## src/rtl/uart_pkg.sv

```systemverilog
// Shared types and constants for the memory-mapped UART transmitter.
package uart_pkg;

  // Transmit FSM states; StParity is only reachable when parity is compiled in.
  typedef enum logic [2:0] {
    StIdle,
    StStart,
    StData,
    StParity,
    StStop
  } uart_state_e;

  // Register offsets, decoded from addr[3:2].
  localparam logic [1:0] UART_REG_TXDATA = 2'd0;
  localparam logic [1:0] UART_REG_STATUS = 2'd1;
  localparam logic [1:0] UART_REG_BAUD   = 2'd2;

  // STATUS register bit positions.
  localparam int unsigned STATUS_BUSY    = 0;
  localparam int unsigned STATUS_FULL    = 1;
  localparam int unsigned STATUS_EMPTY   = 2;
  localparam int unsigned STATUS_OVF     = 3;
  localparam int unsigned STATUS_CNT_LSB = 4;

  // Smallest usable bit period in clocks.
  localparam logic [15:0] MIN_PERIOD = 16'd2;

endpackage

```

## src/rtl/uart_tx_fifo.sv

```systemverilog
// Synchronous byte FIFO with wrap-bit pointers. The head entry is visible on
// popData without a pop (first-word fall-through).
module uart_tx_fifo #(
  parameter int unsigned Depth = 8
) (
  input  logic                     clk,
  input  logic                     reset,
  input  logic                     push,
  input  logic [7:0]               pushData,
  input  logic                     pop,
  output logic [7:0]               popData,
  output logic                     full,
  output logic                     empty,
  output logic [$clog2(Depth):0]   count
);
  localparam int unsigned AW = $clog2(Depth);

  logic [7:0]  mem [Depth];
  logic [AW:0] wrPtrQ, rdPtrQ;
  logic        doPush, doPop;

  assign empty   = (wrPtrQ == rdPtrQ);
  assign full    = (wrPtrQ[AW] != rdPtrQ[AW]) && (wrPtrQ[AW-1:0] == rdPtrQ[AW-1:0]);
  assign count   = wrPtrQ - rdPtrQ;
  assign popData = mem[rdPtrQ[AW-1:0]];

  // A push into a full FIFO is still accepted if a pop frees a slot this cycle.
  assign doPop  = pop && !empty;
  assign doPush = push && (!full || doPop);

  // Pointer update.
  always_ff @(posedge clk) begin
    if (reset) begin
      wrPtrQ <= '0;
      rdPtrQ <= '0;
    end else begin
      if (doPush) wrPtrQ <= wrPtrQ + 1'b1;
      if (doPop)  rdPtrQ <= rdPtrQ + 1'b1;
    end
  end

  // Storage write; contents need no reset since the pointers gate visibility.
  always_ff @(posedge clk) begin
    if (doPush) mem[wrPtrQ[AW-1:0]] <= pushData;
  end

endmodule

```

## src/rtl/uart_tx_mmio.sv

```systemverilog
// Memory-mapped UART transmitter: register decode, TX FIFO, framing FSM and
// baud counter. Define UART_TX_PARITY_EN to add a parity bit (even by
// default, odd when BAUDDIV bit 16 is set).
module uart_tx_mmio
  import uart_pkg::*;
#(
  parameter int unsigned FIFO_DEPTH  = 8,
  parameter int unsigned DEFAULT_DIV = 868
) (
  input  logic        clk,
  input  logic        reset,
  input  logic        sel,
  input  logic        wr_en,
  input  logic [31:0] addr,
  input  logic [31:0] wdata,
  output logic [31:0] rdata,
  output logic        tx
);
  localparam int unsigned CntW = $clog2(FIFO_DEPTH) + 1;

  logic [1:0]      regSel;
  logic            wrTx, wrStatus, wrBaud;
  logic            fifoPop, fifoFull, fifoEmpty;
  logic [7:0]      fifoData;
  logic [CntW-1:0] fifoCount;
  logic [4:0]      cntExt;

  uart_state_e     stateQ, stateD;
  logic [15:0]     divQ, periodQ, baudCntQ;
  logic [2:0]      bitIdxQ;
  logic [7:0]      shiftQ;
  logic            overflowQ;
  logic            bitDone, txD, busy;
  logic [31:0]     statusWord, baudWord;
  logic            unusedBits;
`ifdef UART_TX_PARITY_EN
  logic            parOddQ, parBitQ;
`endif

  assign regSel   = addr[3:2];
  assign wrTx     = sel && wr_en && (regSel == UART_REG_TXDATA);
  assign wrStatus = sel && wr_en && (regSel == UART_REG_STATUS);
  assign wrBaud   = sel && wr_en && (regSel == UART_REG_BAUD);

  uart_tx_fifo #(
    .Depth(FIFO_DEPTH)
  ) u_fifo (
    .clk     (clk),
    .reset   (reset),
    .push    (wrTx),
    .pushData(wdata[7:0]),
    .pop     (fifoPop),
    .popData (fifoData),
    .full    (fifoFull),
    .empty   (fifoEmpty),
    .count   (fifoCount)
  );

  assign fifoPop = (stateQ == StIdle) && !fifoEmpty;
  assign bitDone = (baudCntQ == periodQ - 16'd1);
  assign cntExt  = 5'(fifoCount);

  // Baud divisor register (and parity sense when compiled in).
  always_ff @(posedge clk) begin
    if (reset) begin
      divQ <= 16'(DEFAULT_DIV);
    end else if (wrBaud) begin
      divQ <= wdata[15:0];
    end
  end

`ifdef UART_TX_PARITY_EN
  // Parity sense select, BAUDDIV bit 16.
  always_ff @(posedge clk) begin
    if (reset) begin
      parOddQ <= 1'b0;
    end else if (wrBaud) begin
      parOddQ <= wdata[16];
    end
  end
`endif

  // Sticky overflow: set on a dropped push, cleared by any STATUS write.
  always_ff @(posedge clk) begin
    if (reset) begin
      overflowQ <= 1'b0;
    end else if (wrStatus) begin
      overflowQ <= 1'b0;
    end else if (wrTx && fifoFull && !fifoPop) begin
      overflowQ <= 1'b1;
    end
  end

  // FSM state register.
  always_ff @(posedge clk) begin
    if (reset) begin
      stateQ <= StIdle;
    end else begin
      stateQ <= stateD;
    end
  end

  // FSM next-state logic.
  always_comb begin
    stateD = stateQ;
    unique case (stateQ)
      StIdle:  if (!fifoEmpty) stateD = StStart;
      StStart: if (bitDone) stateD = StData;
      StData: begin
        if (bitDone && (bitIdxQ == 3'd7)) begin
`ifdef UART_TX_PARITY_EN
          stateD = StParity;
`else
          stateD = StStop;
`endif
        end
      end
      StParity: if (bitDone) stateD = StStop;
      StStop:   if (bitDone) stateD = StIdle;
      default:  stateD = StIdle;
    endcase
  end

  // FSM outputs: line level for the current state and busy flag.
  always_comb begin
    txD  = 1'b1;
    busy = (stateQ != StIdle);
    unique case (stateQ)
      StIdle:  txD = 1'b1;
      StStart: txD = 1'b0;
      StData:  txD = shiftQ[0];
`ifdef UART_TX_PARITY_EN
      StParity: txD = parBitQ;
`else
      StParity: txD = 1'b1;
`endif
      StStop:  txD = 1'b1;
      default: txD = 1'b1;
    endcase
  end

  // Registered line driver so tx is glitch-free.
  always_ff @(posedge clk) begin
    if (reset) begin
      tx <= 1'b1;
    end else begin
      tx <= txD;
    end
  end

  // Frame datapath: load on pop, then count bit periods and shift data bits.
  // The divisor is latched at the pop so mid-frame writes affect the next frame.
  always_ff @(posedge clk) begin
    if (reset) begin
      shiftQ   <= '0;
      periodQ  <= MIN_PERIOD;
      baudCntQ <= '0;
      bitIdxQ  <= '0;
    end else if (fifoPop) begin
      shiftQ   <= fifoData;
      periodQ  <= (divQ < MIN_PERIOD) ? MIN_PERIOD : divQ;
      baudCntQ <= '0;
      bitIdxQ  <= '0;
    end else if (stateQ != StIdle) begin
      if (bitDone) begin
        baudCntQ <= '0;
        if (stateQ == StData) begin
          shiftQ  <= {1'b0, shiftQ[7:1]};
          bitIdxQ <= bitIdxQ + 3'd1;
        end
      end else begin
        baudCntQ <= baudCntQ + 16'd1;
      end
    end
  end

`ifdef UART_TX_PARITY_EN
  // Parity bit computed once from the popped byte.
  always_ff @(posedge clk) begin
    if (reset) begin
      parBitQ <= 1'b0;
    end else if (fifoPop) begin
      parBitQ <= (^fifoData) ^ parOddQ;
    end
  end
`endif

  // Read-back words.
  always_comb begin
    statusWord                               = '0;
    statusWord[STATUS_BUSY]                  = busy;
    statusWord[STATUS_FULL]                  = fifoFull;
    statusWord[STATUS_EMPTY]                 = fifoEmpty;
    statusWord[STATUS_OVF]                   = overflowQ;
    statusWord[STATUS_CNT_LSB+3:STATUS_CNT_LSB] = cntExt[3:0];
    baudWord                                 = {16'd0, divQ};
`ifdef UART_TX_PARITY_EN
    baudWord[16]                             = parOddQ;
`endif
  end

  // Zero-wait-state read mux; quiet when not selected.
  always_comb begin
    rdata = '0;
    if (sel) begin
      unique case (regSel)
        UART_REG_STATUS: rdata = statusWord;
        UART_REG_BAUD:   rdata = baudWord;
        default:         rdata = '0;
      endcase
    end
  end

`ifdef UART_TX_PARITY_EN
  assign unusedBits = ^{addr[31:4], addr[1:0], wdata[31:17], cntExt[4]};
`else
  assign unusedBits = ^{addr[31:4], addr[1:0], wdata[31:16], cntExt[4]};
`endif

endmodule

```

## config.mk

```make
export PLATFORM = sky130hd
export DESIGN_NAME = uart_tx_mmio
export DESIGN_NICKNAME = d
export VERILOG_FILES = /design/src/rtl/uart_pkg.sv /design/src/rtl/uart_tx_fifo.sv /design/src/rtl/uart_tx_mmio.sv
export SDC_FILE = /design/constraint.sdc
export NUM_CORES = 1
export LEC_CHECK = 0
export ABC_AREA = 1
export BUFFER_PORTS_ARGS = -buffer_cell sky130_fd_sc_hd__buf_2
export CORE_MARGIN = 1
export CORE_UTILIZATION = 42
export CTS_BUF_LIST = sky130_fd_sc_hd__clkbuf_4 sky130_fd_sc_hd__clkbuf_8
export DETAILED_ROUTE_END_ITERATION = 10
export HOLD_SLACK_MARGIN = 0.08
export SYNTH_ARGS = -nofsm -noshare
export SYNTH_HDL_FRONTEND = slang
export SYNTH_SLANG_ARGS = --single-unit
```

## constraint.sdc

```tcl
create_clock -name clk -period 4.2 [get_ports clk]
set_clock_uncertainty 0.1 [all_clocks]
set_input_delay 0.42 -clock clk [delete_from_list [all_inputs] [get_ports clk]]
set_output_delay 0.42 -clock clk [all_outputs]
set_load 0.005 [all_outputs]
```

# --- Word level (Yosys, flattened, before mapping) ---
# Memories as Yosys holds them, arrays and structs flattened. A register that Yosys moved wholly into a read port is not among the register bits.
# Cells that the tools add are included.
word_totals:
  register_bits: 72
  ram_bits: 64
  input_bits: 68
  output_inout_bits: 33
  word_cells: 79
  memories: 1
memory_table:
  columns: ["name", "words", "width", "read_ports", "rd_ports_with_merged_regs", "write_ports", "line_no", "rtl"]
  rows:
  - ["u_fifo.mem", 8, 8, 1, 1, 1, "uart_tx_fifo.sv:18", "logic [7:0] mem [Depth];"]
op_classes:
  n_addsub: 6
  order_cmp: 1
  eq_ne: 16
  muxes: 19
  n_reduce_logical: 26
op_table:
  columns: ["op", "n"]
  rows:
  - ["$mux 16", 3]
  - ["$mux 8", 4]
  - ["$pmux 16 s2", 1]
  - ["$mux 3", 7]
  - ["$add 16x1->16 const B", 1]
  - ["$eq 16x16->1", 1]
  - ["$lt 16x2->1 const B", 1]
  - ["$sub 16x1->16 const B", 1]
  - ["$pmux 3 s5", 1]
  - ["$logic_and 1x1->1", 11]
  - ["$ne 2x2->1 const B", 5]
  - ["$add 4x1->4 const B", 2]
  - ["$eq 3x2->1 const B", 2]
  - ["$eq 3x3->1 const B", 2]
  - ["$reduce_and 3->1", 2]
  - ["$reduce_bool 2->1", 3]
  - ["$reduce_and 5->1", 1]
  - ["$eq 4x4->1", 1]
  - ["$reduce_or 2->1", 2]
  - ["$sub 4x4->4", 1]
  - ["$add 3x1->3 const B", 1]
  - ["$eq 3x1->1 const B", 1]
  - ["$eq 3x3->1", 1]
  - ["$logic_not 1->1", 3]
  - ["other kinds (9)", 10]

# --- Longest topological paths before layout ---
# Gate-level depths: netlist of the first run.
logic_depth:
  ltp_word: 8
  depth_mapped: 17
  ltp_nobuf: 17

# --- By module ---
# Synthesis of the first run repeated with hierarchy kept, for this count alone.
unflattened:
  cells_unflattened: 855
  area_unflattened_um2: 7015.5
modules_own_cells:
  columns: ["module", "instances", "cells_per_inst", "area_per_inst_um2", "seq_area_each_um2"]
  rows:
  - ["uart_tx_mmio", 1, 577, 3818.7, 1281.2]
  - ["uart_tx_fifo", 1, 278, 3196.8, 2142.1]

# --- Worst setup path before layout of the first run ---
# Ideal clock, no wire load.
synth_timing:
  kind: "reg-to-reg"
  startpoint: "register u_fifo.rdPtrQ[2]"
  endpoint: "memory u_fifo.mem[7][0] (enable)"
  setup_ns: 0.375
  arrival_ns: 1.665
  required_ns: 3.725
  slack_ns: 2.060
  stages_incl_launch_ff: 12
  path_buffers: 0
  synth_period_minus_slack_ns: 2.140
  path_cell_list: "dfxtp_1 -> inv_1 -> ha_1 -> inv_1 -> nor3_1 -> nand2_1 -> inv_1 -> nand2_1 -> nand2_1 -> nor2_1 -> inv_1 -> nor2_1"
synth_via:
  elab_chain_len: 8
  word_cells_on_any_way: 11
  classes_between: "2 x eq/ne; 2 x mux; 7 x reduce/logical"
synth_lines:
  columns: ["element", "line_no", "rtl"]
  rows:
  - ["from (decl)", "uart_tx_fifo.sv:19", "logic [AW:0] wrPtrQ, rdPtrQ;"]
  - ["from (signal assigned)", "uart_tx_fifo.sv:38", "if (doPop) rdPtrQ <= rdPtrQ + 1'b1;"]
  - ["$eq 4x4->1", "uart_tx_fifo.sv:22", "assign empty = (wrPtrQ == rdPtrQ);"]
  - ["$logic_not 1->1", "uart_tx_fifo.sv:28, uart_tx_mmio.sv:59", null]
  - ["$logic_and 1x1->1", "uart_tx_mmio.sv:59", "assign fifoPop = (stateQ == StIdle) && !fifoEmpty;"]
  - ["$logic_and 1x1->1", "uart_tx_fifo.sv:28", "assign doPop = pop && !empty;"]
  - ["$logic_or 1x1->1 *", "uart_tx_fifo.sv:29", "assign doPush = push && (!full || doPop);"]
  - ["$logic_and 1x1->1 *", "uart_tx_fifo.sv:29", null]
  - ["$mux 1 *", "uart_tx_fifo.sv:44", "if (doPush) mem[wrPtrQ[AW-1:0]] <= pushData;"]
  - ["$mux 1 (implied by the code) *", "uart_tx_fifo.sv:44", null]
  - ["to (decl)", "uart_tx_fifo.sv:18", null]
# Every way passes the cells marked *; elsewhere a longest branch is shown, timed or not.

# --- Worst setup path in the final report of the first run ---
layout_timing:
  startpoint: "register u_fifo.rdPtrQ[2]"
  endpoint: "register periodQ[1]"
layout_via:
  elab_chain_len: 3
layout_lines:
  columns: ["element", "line_no", "rtl"]
  rows:
  - ["$eq 4x4->1", "uart_tx_fifo.sv:22", null]
  - ["$logic_not 1->1", "uart_tx_mmio.sv:59", null]
  - ["$logic_and 1x1->1", "uart_tx_mmio.sv:59", null]
  - ["to (signal assigned)", "uart_tx_mmio.sv:161", "periodQ <= (divQ < MIN_PERIOD) ? MIN_PERIOD : divQ;"]
  - ["to (decl)", "uart_tx_mmio.sv:29", "logic [15:0] divQ, periodQ, baudCntQ;"]
# No other way between the ends.
# A chain may end at the register's enable or synchronous reset.

==> results.ini, run 1 <==
[min_path]
holdCritStartpoint=wdata[0]
hold_depth=1
hp-class=in -> reg
hold_end=u_fifo.mem[4][0]

[yosys]
ys.flop_type=dfxtp_1
syn_area_um2=6740
ys_ff_latch=139
yosys_warnings=0
synth-edff-count=64
postSynthAreaPerCell_um2=8.50
yosysUniqueCellTypes=46
ys_seq_area_frac=0.508
synthArstFlopShare=0
synth_cells=793

[setup_path]
worst-path-buf-inv=4
path_cells=inv_1 > ha_1 > inv_1 > nor3_1 > nand2_1 > inv_1 > nor2_4 > inv_2 > nor2_1 > o21ai_1 > nor2_1 > a21oi_1
crit_required_ns=4.43
worstPathArrival_ns=3.13
end_kind=flop
startpoint=u_fifo.rdPtrQ[2]
rr_worst_depth=12
startpoint_type=flop
reg2reg_from=u_fifo.rdPtrQ[2]
max_stage_delay_ns=0.41
slowest_stage=nor2_4
critPathMaxFanout=18
path_delay_family=simple AND/OR/NAND/NOR gates
r2r-end=periodQ[1]
crit_top_cell=inv_1
path_class=reg -> reg
ff2ff_setup_slack_ns=1.30

[sta]
hold_viol=0
holdWs_ns=0.169
finalSetupViolCount=0
relSlewSlack=0.277
fin_tns_setup_ns=0
tightestPinTransition_ns=1.08
maxSlewViolCount=0
fin_ws_ns=1.30
period_needed_ns=2.90
fmax_mhz=345
grt_setup_unrepaired=false
period_share=0.690

[global_routing]
grt_pass1_wl_um=25100
antenna_found_initial=0
grt_max_degree=34
grt_use_met3=0.0432
met1_usage=0.260
busiest_layer=met2
gr-usage-all-layers=0.199
overflow=0
grt_pass1_vias=5162
gr-usage-met2=0.326

[floorplanning]
die_area_um2=16600
rows=45
die_w_um=129
coreArea_um2=15400
die_h_um=129
ios=101
start_util=0.437

[power]
total_power_w=0.00435
power_density_nw_per_um2=581
leakagePower_nw=2.99
peakVddDrop_mv=0.287

[final_layout]
final_common_cell=nand2_1
diodes=0
area_growth_pct=10.9
finalInstanceArea_um2=7480
nets=909
drive_gt1_frac=0.119
mostFrequentLayoutCells=nand2_1 (128), nor2_1 (117), inv_1 (84)

[clock_network]
clock_latency_ns=0.45
cts.sinks=139
cts-resized-gates=0
cts_buffers=17
cts_root_buffer=clkbuf_8
cts_max_level=4
clock_path_buffers=2
post-cts-setup-buffers=0
cts_tree=yes
clkTransAtPathRegs_ns=0.09

[placement]
portBuffers=38
gp_congestion=0.904
hpwl_um=11000
postPlaceCellArea_um2=7040
pre_cts_slack_ns=1.30

[routing]
wl_per_cell_um=14.7
viasPerCell=5.15
via_count=5415
drc=0
drt_iter0_drc=422
routed_wl_um=15500
ant_nets=0
first_pass_iters=5

[run]
drv_cap=0

[run_status]
status=finished, final reports clean

## final cells by class
class	count	area (um2)
multi-input combinational	539	2810
sequential	139	3420
fill	1514	7950
timing repair buffer	43	233
tap	211	264
inverter	88	330
clock buffer	18	241
clock inverter	14	181
## cells by family (layout without fill, tap and decap cells)
| kind of cell | count (synthesis) | in the layout | share of synthesized area |
|---|---|---|---|
| buffers and inverters | 130 | 163 | 0.0842 |
| multiplexers | 6 | 6 | 0.00891 |
| AND/OR/NAND/NOR | 345 | 345 | 0.229 |
| flip-flops | 139 | 139 | 0.508 |
| AO/OA/AOI/OAI | 132 | 132 | 0.110 |
| adder cells (fa/ha/maj) | 13 | 13 | 0.0252 |
| other | 1 | 16 | 0.000556 |
| XOR/XNOR | 27 | 27 | 0.0351 |
## synthesized netlist by cell type (2+ instances only)
library cell	n	share of area
nor2_4	5	0.0083
o21ai_1	7	0.0052
nand3_2	2	0.0030
buf_6	2	0.0033
nor2_1	117	0.065
o32ai_1	8	0.010
inv_1	84	0.047
nor4_1	2	0.0019
o22ai_1	9	0.0083
buf_4	16	0.018
o221ai_1	6	0.0078
nor3_1	18	0.013
nand2_1	128	0.071
or2_2	4	0.0037
o21ai_0	58	0.043
nand3b_1	3	0.0033
xnor2_1	4	0.0052
and2_1	2	0.0019
nor2_2	2	0.0019
mux2i_1	6	0.0089
o211ai_1	2	0.0022
edfxtp_1	64	0.28
clkinv_1	2	0.0011
a21oi_1	38	0.028
nand2_2	6	0.0056
clkbuf_1	19	0.011
nand4_1	10	0.0093
dfxtp_1	75	0.22
nand3_1	39	0.029
a22oi_1	2	0.0022
xor2_1	23	0.030
buf_2	4	0.0030
ha_1	12	0.022
inv_2	2	0.0011
## power breakdown
part           internal (W)  leakage (nW)  total, W  switching (W)
clock network      0.000609         0.220   0.00116       0.000548
logic              0.000514          1.59   0.00155        0.00104
registers           0.00153          1.19   0.00164       0.000111
total               0.00265          2.99   0.00435        0.00170
## stage by stage
stage	utilization	std cells
2_1_floorplan	-	808
5_1_grt	0.485	1052
6_report	0.485	1052
3_3_place_gp	0.456	1018
3_5_place_dp	0.456	1018
4_1_cts	0.485	1052
## worst register-to-register path, cell delays in order (launching register included)
cell and delay, ns:
dfxtp_1 0.38, inv_1 0.08, ha_1 0.34, inv_1 0.10
nor3_1 0.06, nand2_1 0.06, inv_1 0.09, nor2_4 0.41
inv_2 0.20, nor2_1 0.35, o21ai_1 0.38, nor2_1 0.18
a21oi_1 0.05
## flip-flops by register name (all words and copies together) (netlist names), 3 cells and up, named ones only
register and count:
u_fifo.mem 64, baudCntQ 16, divQ 16, periodQ 16
shiftQ 8, u_fifo.rdPtrQ 4, u_fifo.wrPtrQ 4, bitIdxQ 3
stateQ 3
## metal layers
metal	vias to the layer above	share of wire
li1	2679	-
met1	2524	0.46
met2	185	0.47
met3	27	0.055
met4	0	0.018
met5	-	0
## worst max-delay path by stage
stage | end | slack (ns) | cells past startpoint
4_1_cts | periodQ[1] | 1.27 | 12
2_1_floorplan | u_fifo.mem[7][0] | 2.06 | 11
6_report | periodQ[1] | 1.30 | 12
3_3_place_gp | periodQ[1] | 1.33 | 12
3_5_place_dp | periodQ[1] | 1.30 | 12
5_1_grt | periodQ[1] | 0.98 | 12
## timing repair
item | CTS | global route
endpoints found under the setup margin | 0 | 0
hold endpoints to repair | 2 | 0
hold buffers | 2 | 0
(Power assumes the default switching activity.)
==> run 2: changes to the inputs <==
--- a/config.mk
+++ b/config.mk
@@ -5,7 +5,7 @@
 export SDC_FILE = /design/constraint.sdc
 export NUM_CORES = 1
 export LEC_CHECK = 0
-export ABC_AREA = 1
+export ABC_AREA = 0
 export BUFFER_PORTS_ARGS = -buffer_cell sky130_fd_sc_hd__buf_2
 export CORE_MARGIN = 1
 export CORE_UTILIZATION = 42
==> constraint.sdc (replaced) <==
create_clock -name clk -period 2.8 [get_ports clk]
set_clock_uncertainty 0.1 [all_clocks]
set_input_delay 0.28 -clock clk [delete_from_list [all_inputs] [get_ports clk]]
set_output_delay 0.28 -clock clk [all_outputs]
set_load 0.005 [all_outputs]
==> run 2 against run 1 <==
- via count down 16%
- die area shrank 4.7%
- global-route usage decreased by 1.3 points
- register-to-register slack lost 1.2 ns
- maximum frequency up 9.3%
- core utilization up 2.7 points
- the run now ends with DRC left
==> results.ini, run 2 <==
[global_routing]
grt_pass1_wl_um=22700  ; was 25100 um
grt_max_degree=31  ; was 34
gr-usage-all-layers=0.187  ; was 0.199
antenna_found_initial=0  ; unchanged
grt_pass1_vias=4411  ; was 5162
overflow=0  ; unchanged

[sta]
fin_tns_setup_ns=0  ; unchanged
period_share=0.947  ; was 0.690
finalSetupViolCount=0  ; unchanged
fmax_mhz=377  ; was 345 MHz
relSlewSlack=0.556  ; was 0.277
tightestPinTransition_ns=0.666  ; was 1.08 ns
hold_viol=0  ; unchanged
maxSlewViolCount=0  ; unchanged
holdWs_ns=0.121  ; was 0.169 ns
period_needed_ns=2.65  ; was 2.90 ns

[yosys]
yosysUniqueCellTypes=59  ; was 46
synth_common_cells=dfxtp_1 (75), nand2_1 (68), edfxtp_1 (64), nor2_1 (60), xnor2_1 (30)  ; was nand2_1 (128), nor2_1 (117), inv_1 (84), dfxtp_1 (75), edfxtp_1 (64)
synth.top_cell.area_share=0.299  ; was 0.285
synth_cells=582  ; was 793
ys.flop_type=dfxtp_1  ; unchanged
syn_area_um2=6420  ; was 6740 um2
yosys_warnings=0  ; unchanged
synth-edff-count=64  ; unchanged
yosysMostFrequentCell=dfxtp_1  ; was nand2_1
ys_ff_latch=139  ; unchanged
postSynthAreaPerCell_um2=11.0  ; was 8.50 um2
ys_seq_area_frac=0.533  ; was 0.508
synthTopCellsByArea=edfxtp_1 (30%), dfxtp_1 (23%), mux4_2 (5.6%)  ; was edfxtp_1 (28%), dfxtp_1 (22%), nand2_1 (7.1%)
synthArstFlopShare=0  ; unchanged
yosys.area.top_type=edfxtp_1  ; unchanged

[setup_path]
startpoint_type=flop  ; unchanged
worstPathArrival_ns=2.93  ; was 3.13 ns
end_kind=flop  ; unchanged
ff2ff_setup_slack_ns=0.15  ; was 1.30 ns
critPathMaxFanout=5  ; was 18
path_class=reg -> reg  ; unchanged
crit_required_ns=3.08  ; was 4.43 ns

[power]
peakVddDrop_mv=0.335  ; was 0.287 mV
power_density_nw_per_um2=747  ; was 581 nW/um2
leakagePower_nw=2.80  ; was 2.99 nW

[clock_network]
cts_max_level=4  ; unchanged
cts_buffers=17  ; unchanged
cts_tree=yes  ; unchanged
cts.sinks=139  ; unchanged
clkTransAtPathRegs_ns=0.08  ; was 0.09 ns
clock_latency_ns=0.45  ; about the same
cts_root_buffer=clkbuf_8  ; unchanged
clock_path_buffers=2  ; unchanged

[routing]
wl_per_cell_um=16.3  ; was 14.7 um
viasPerCell=5.31  ; was 5.15
drc=2  ; was 0
drt_iter0_drc=289  ; was 422
ant_nets=0  ; unchanged
routed_wl_um=13900  ; was 15500 um
via_count=4522  ; was 5415
first_pass_iters=9  ; was 5

[placement]
gp_congestion=0.845  ; was 0.904
postPlaceCellArea_um2=6900  ; was 7040 um2
portBuffers=38  ; unchanged
hpwl_um=9890  ; was 11000 um

[final_layout]
regArea_um2=3420  ; about the same
drive_gt1_frac=0.213  ; was 0.119
mostFrequentLayoutCells=dfxtp_1 (74), nand2_1 (68), edfxtp_1 (64)  ; was nand2_1 (128), nor2_1 (117), inv_1 (84)
nFillCells=1337  ; was 1514
multi_input_area_um2=2830  ; was 2810 um2
diodes=0  ; unchanged
nets=736  ; was 909
largest_register_ffs=64  ; unchanged
final_common_cell=dfxtp_1  ; was nand2_1
finalInstanceArea_um2=7560  ; was 7480 um2
area_growth_pct=17.7  ; was 10.9%

[floorplanning]
ios=101  ; unchanged
die_area_um2=15800  ; was 16600 um2
coreArea_um2=14800  ; was 15400 um2
die_w_um=126  ; was 129 um
rows=44  ; was 45
start_util=0.435  ; was 0.437
die_h_um=126  ; was 129 um

[run_status]
status=complete, but fails checks  ; was finished, final reports clean
violations=DRC

[run]
drv_cap=0  ; unchanged

[min_path]
hp-class=in -> reg  ; unchanged

run 2: cell types whose count changed in the layout (fill, tap and decap cells not counted), moves of 9 or more:
cell,change
buf_4,+27
nand3_1,-30
nor3_1,-10
and3_1,+10
a21oi_1,-14
dlygate4sd3_1,+15
inv_1,-72
nor2_1,-57
nand2b_1,+10
xnor2_1,+26
o22ai_1,-9
o21ai_0,-55
mux4_2,+16
nand2_1,-60
run 2: final timing paths:
check / end / start / cells past startpoint
max: stateQ[2] / periodQ[1] / 9
min: overflowQ / sel / 2
max reg2reg: stateQ[2] / periodQ[1] / 9
min reg2reg: periodQ[10] / divQ[10] / 2
run 2: kinds of logic (layout without fill, tap and decap cells):
group,after synthesis,in the layout,synth area share
fa+ha+maj,13,13,0.0265
buf+inv,59,130,0.0446
xor+xnor,46,46,0.0627
flops,139,139,0.533
simple gates,221,221,0.174
compound gates,76,76,0.0857
mux,27,27,0.0732
other cells,1,16,0.000584
run 2: metal layers:
metal	wire (um)	GRT usage
met2	6620	0.294
met4	140	0.0710
met1	6670	0.252
met3	474	0.0412
met5	0	0
run 2: what timing repair did:
| action | in CTS | in global routing |
|---|---|---|
| endpoints found under the setup margin | 0 | 12 |
| hold endpoints to repair | 79 | 0 |
| buffers inserted | 0 | 1 |
| hold buffers | 17 | 0 |
| gates resized for setup | 0 | 14 |
run 2: cell type report:
class                      instances  share of cell area
sequential                       139               0.453
multi-input combinational        399               0.375
timing repair buffer              86              0.0801
clock buffer                      19              0.0338
tap                              184              0.0305
clock inverter                    13              0.0220
inverter                          12             0.00596
run 2: worst max-delay path, stage by stage, from the launching register on:
cell and delay [ns]:
dfxtp_1 0.34, inv_1 0.09, ha_1 0.16, or3b_4 0.43
nor3_2 0.14, xnor2_1 0.14, nor4_4 0.38, nand3_2 0.16
or4b_4 0.51, a21oi_2 0.13
run 2: through the flow:
stage,worst slack (ns),instances,total power (W),util
after floorplan,0.165,597,0.00344,-
after global placement,0.0841,802,0.00384,0.467
after detailed placement,0.0504,802,0.00388,0.467
after CTS,0.0367,851,0.00561,0.508
after global routing,-0.0127,852,0.00593,0.512
final,0.150,852,0.00565,0.512
run 2: power by group:
part	internal (W)	switching, W
logic	0.000727	0.000812
registers	0.00225	0.000151
clock network	0.000925	0.000787
total	0.00390	0.00175
==> run 3: changes to the inputs <==
--- a/config.mk
+++ b/config.mk
@@ -12,6 +12,7 @@
 export CTS_BUF_LIST = sky130_fd_sc_hd__clkbuf_4 sky130_fd_sc_hd__clkbuf_8
 export DETAILED_ROUTE_END_ITERATION = 10
 export HOLD_SLACK_MARGIN = 0.08
+export SETUP_SLACK_MARGIN = 0.15
 export SYNTH_ARGS = -nofsm -noshare
 export SYNTH_HDL_FRONTEND = slang
 export SYNTH_SLANG_ARGS = --single-unit
==> run 3 against run 2 <==
- the run still ends with DRC left
- first-iteration DRC count increased by 3.5%
- non-clock buffer count increased by 3
- maximum frequency shrank 1.2%
- via count is 0.71% higher
- power rose by 1.8%
- die area did not move
- sequential share of layout area decreased by 0.46 points
- combinational power increased by 6%
- clock power about the same
==> results.ini, run 3 (synthesis gave the netlist of run 2 again) <==
[run_status]
status=complete, but fails checks  ; unchanged
violations=DRC  ; unchanged

[floorplanning]
ios=101  ; unchanged
die_area_um2=15800  ; unchanged
coreArea_um2=14800  ; unchanged
rows=44  ; unchanged
die_w_um=126  ; unchanged
start_util=0.435  ; unchanged
die_h_um=126  ; unchanged

[setup_path]
critPathMaxFanout=6  ; was 5
ff2ff_setup_slack_ns=0.12  ; was 0.15 ns
path_class=reg -> reg  ; unchanged
reg2reg_from=periodQ[0]  ; was periodQ[1]
startpoint_type=flop  ; unchanged
crit_required_ns=3.08  ; about the same
end_kind=flop  ; unchanged
startpoint=periodQ[0]  ; was periodQ[1]
worstPathArrival_ns=2.96  ; was 2.93 ns

[sta]
holdWs_ns=0.119  ; was 0.121 ns
maxSlewViolCount=0  ; unchanged
period_needed_ns=2.68  ; was 2.65 ns
fmax_mhz=373  ; was 377 MHz
grt_setup_unrepaired=true
finalSetupViolCount=0  ; unchanged
tightestPinTransition_ns=0.662  ; was 0.666 ns
period_share=0.958  ; was 0.947
hold_viol=0  ; unchanged
relSlewSlack=0.559  ; was 0.556

[final_layout]
mostFrequentLayoutCells=dfxtp_1 (70), nand2_1 (68), edfxtp_1 (64)  ; was dfxtp_1 (74), nand2_1 (68), edfxtp_1 (64)
regArea_um2=3430  ; was 3420 um2
drive_gt1_frac=0.234  ; was 0.213
nets=739  ; was 736
area_growth_pct=19.2  ; was 17.7%
nFillCells=1319  ; was 1337
multi_input_area_um2=2890  ; was 2830 um2
final_common_cell=dfxtp_1  ; unchanged
largest_register_ffs=64  ; unchanged
utilization=0.519  ; was 0.512
diodes=0  ; unchanged

[global_routing]
grt_max_degree=31  ; unchanged
gr-usage-all-layers=0.188  ; was 0.187
antenna_found_initial=0  ; unchanged
overflow=0  ; unchanged
grt_pass1_wl_um=22800  ; was 22700 um
grt_pass1_vias=4414  ; was 4411

[routing]
wl_per_cell_um=16.3  ; about the same
drt_iter0_drc=299  ; was 289
drc=3  ; was 2
viasPerCell=5.33  ; was 5.31
via_count=4554  ; was 4522
routed_wl_um=14000  ; was 13900 um
first_pass_iters=7  ; was 9
ant_nets=0  ; unchanged

[clock_network]
clock_latency_ns=0.45  ; about the same
cts_buffers=17  ; unchanged
cts_max_level=4  ; unchanged
cts_tree=yes  ; unchanged
clkTransAtPathRegs_ns=0.08  ; about the same
cts_root_buffer=clkbuf_8  ; unchanged
cts.sinks=139  ; unchanged
clock_path_buffers=2  ; unchanged

[power]
power_density_nw_per_um2=751  ; was 747 nW/um2
p_switching_w=0.00179  ; was 0.00175 W
pwr-share-clk=0.297  ; was 0.303
swShare=0.311  ; was 0.310
leakagePower_nw=2.83  ; was 2.80 nW
peakVddDrop_mv=0.333  ; was 0.335 mV
seq_power_share=0.420  ; was 0.425
p_int_w=0.00396  ; was 0.00390 W
comb_power_share=0.283  ; was 0.272

[placement]
portBuffers=38  ; unchanged
gp_congestion=0.845  ; unchanged
hpwl_um=9890  ; unchanged

[min_path]
hp-class=in -> reg  ; unchanged
holdCritStartpoint=sel  ; unchanged

[run]
drv_cap=0  ; unchanged

## run 3: cell count changes in the layout (fill, tap and decap cells not counted), sizes merged
| cell | change |
|---|---|
| buf | +3 |
## run 3: worst max-delay path, cell delays in order, from the launching register on
cell	delay, ns
dfxtp_4	0.38
or4_4	0.59
nor4b_1	0.31
o31ai_1	0.17
a32oi_4	0.26
nand3_2	0.14
or4b_4	0.54
a21oi_2	0.11
## run 3: worst paths after layout
| kind | to | depth (start not counted) |
|---|---|---|
| worst max-delay path | stateQ[2] | 7 |
| worst min-delay path | overflowQ | 2 |
| worst max register to register | stateQ[2] | 7 |
| worst min register to register | periodQ[10] | 2 |
## run 3: layout make-up
| class | instances | share of cell area |
|---|---|---|
| tap | 184 | 0.0301 |
| inverter | 12 | 0.00653 |
| clock inverter | 13 | 0.0217 |
| timing repair buffer | 89 | 0.0825 |
| sequential | 139 | 0.448 |
| clock buffer | 19 | 0.0333 |
| multi-input combinational | 399 | 0.377 |
## run 3: timing repair
| action | in CTS | in global routing |
|---|---|---|
| resized for setup | 7 | 27 |
| buffers inserted | 2 | 2 |
| pin swaps | 5 | 8 |
| endpoints found under the hold margin | 79 | 0 |
| hold buffers | 17 | 0 |
| endpoints found under the setup margin | 8 | 31 |
## run 3: power groups by stage
stage,clock (W),combinational (W),sequential (W)
2_1_floorplan,0,0.00106,0.00238
3_3_place_gp,0,0.00141,0.00243
3_5_place_dp,0,0.00145,0.00243
4_1_cts,0.00175,0.00151,0.00239
5_1_grt,0.00183,0.00178,0.00244
6_report,0.00171,0.00163,0.00242
## run 3: routing by layer
layer	global-route usage	routed length (um)	vias up
met4	0.0710	198	0
met2	0.296	6670	96
li1	-	-	2225
met1	0.253	6590	2216
met5	0	0	-
met3	0.0412	517	17
## run 3: per-stage QoR
step	worst slack (ns)	TNS (ns)	std cells	area [um2]	total power [W]
3_5_place_dp	0.0504	0	802	6900	0.00388
4_1_cts	0.168	0	853	7540	0.00566
2_1_floorplan	0.165	0	597	6480	0.00344
5_1_grt	-0.0145	-0.0145	855	7660	0.00605
6_report	0.117	0	855	7660	0.00575
3_3_place_gp	0.0841	0	802	6900	0.00384
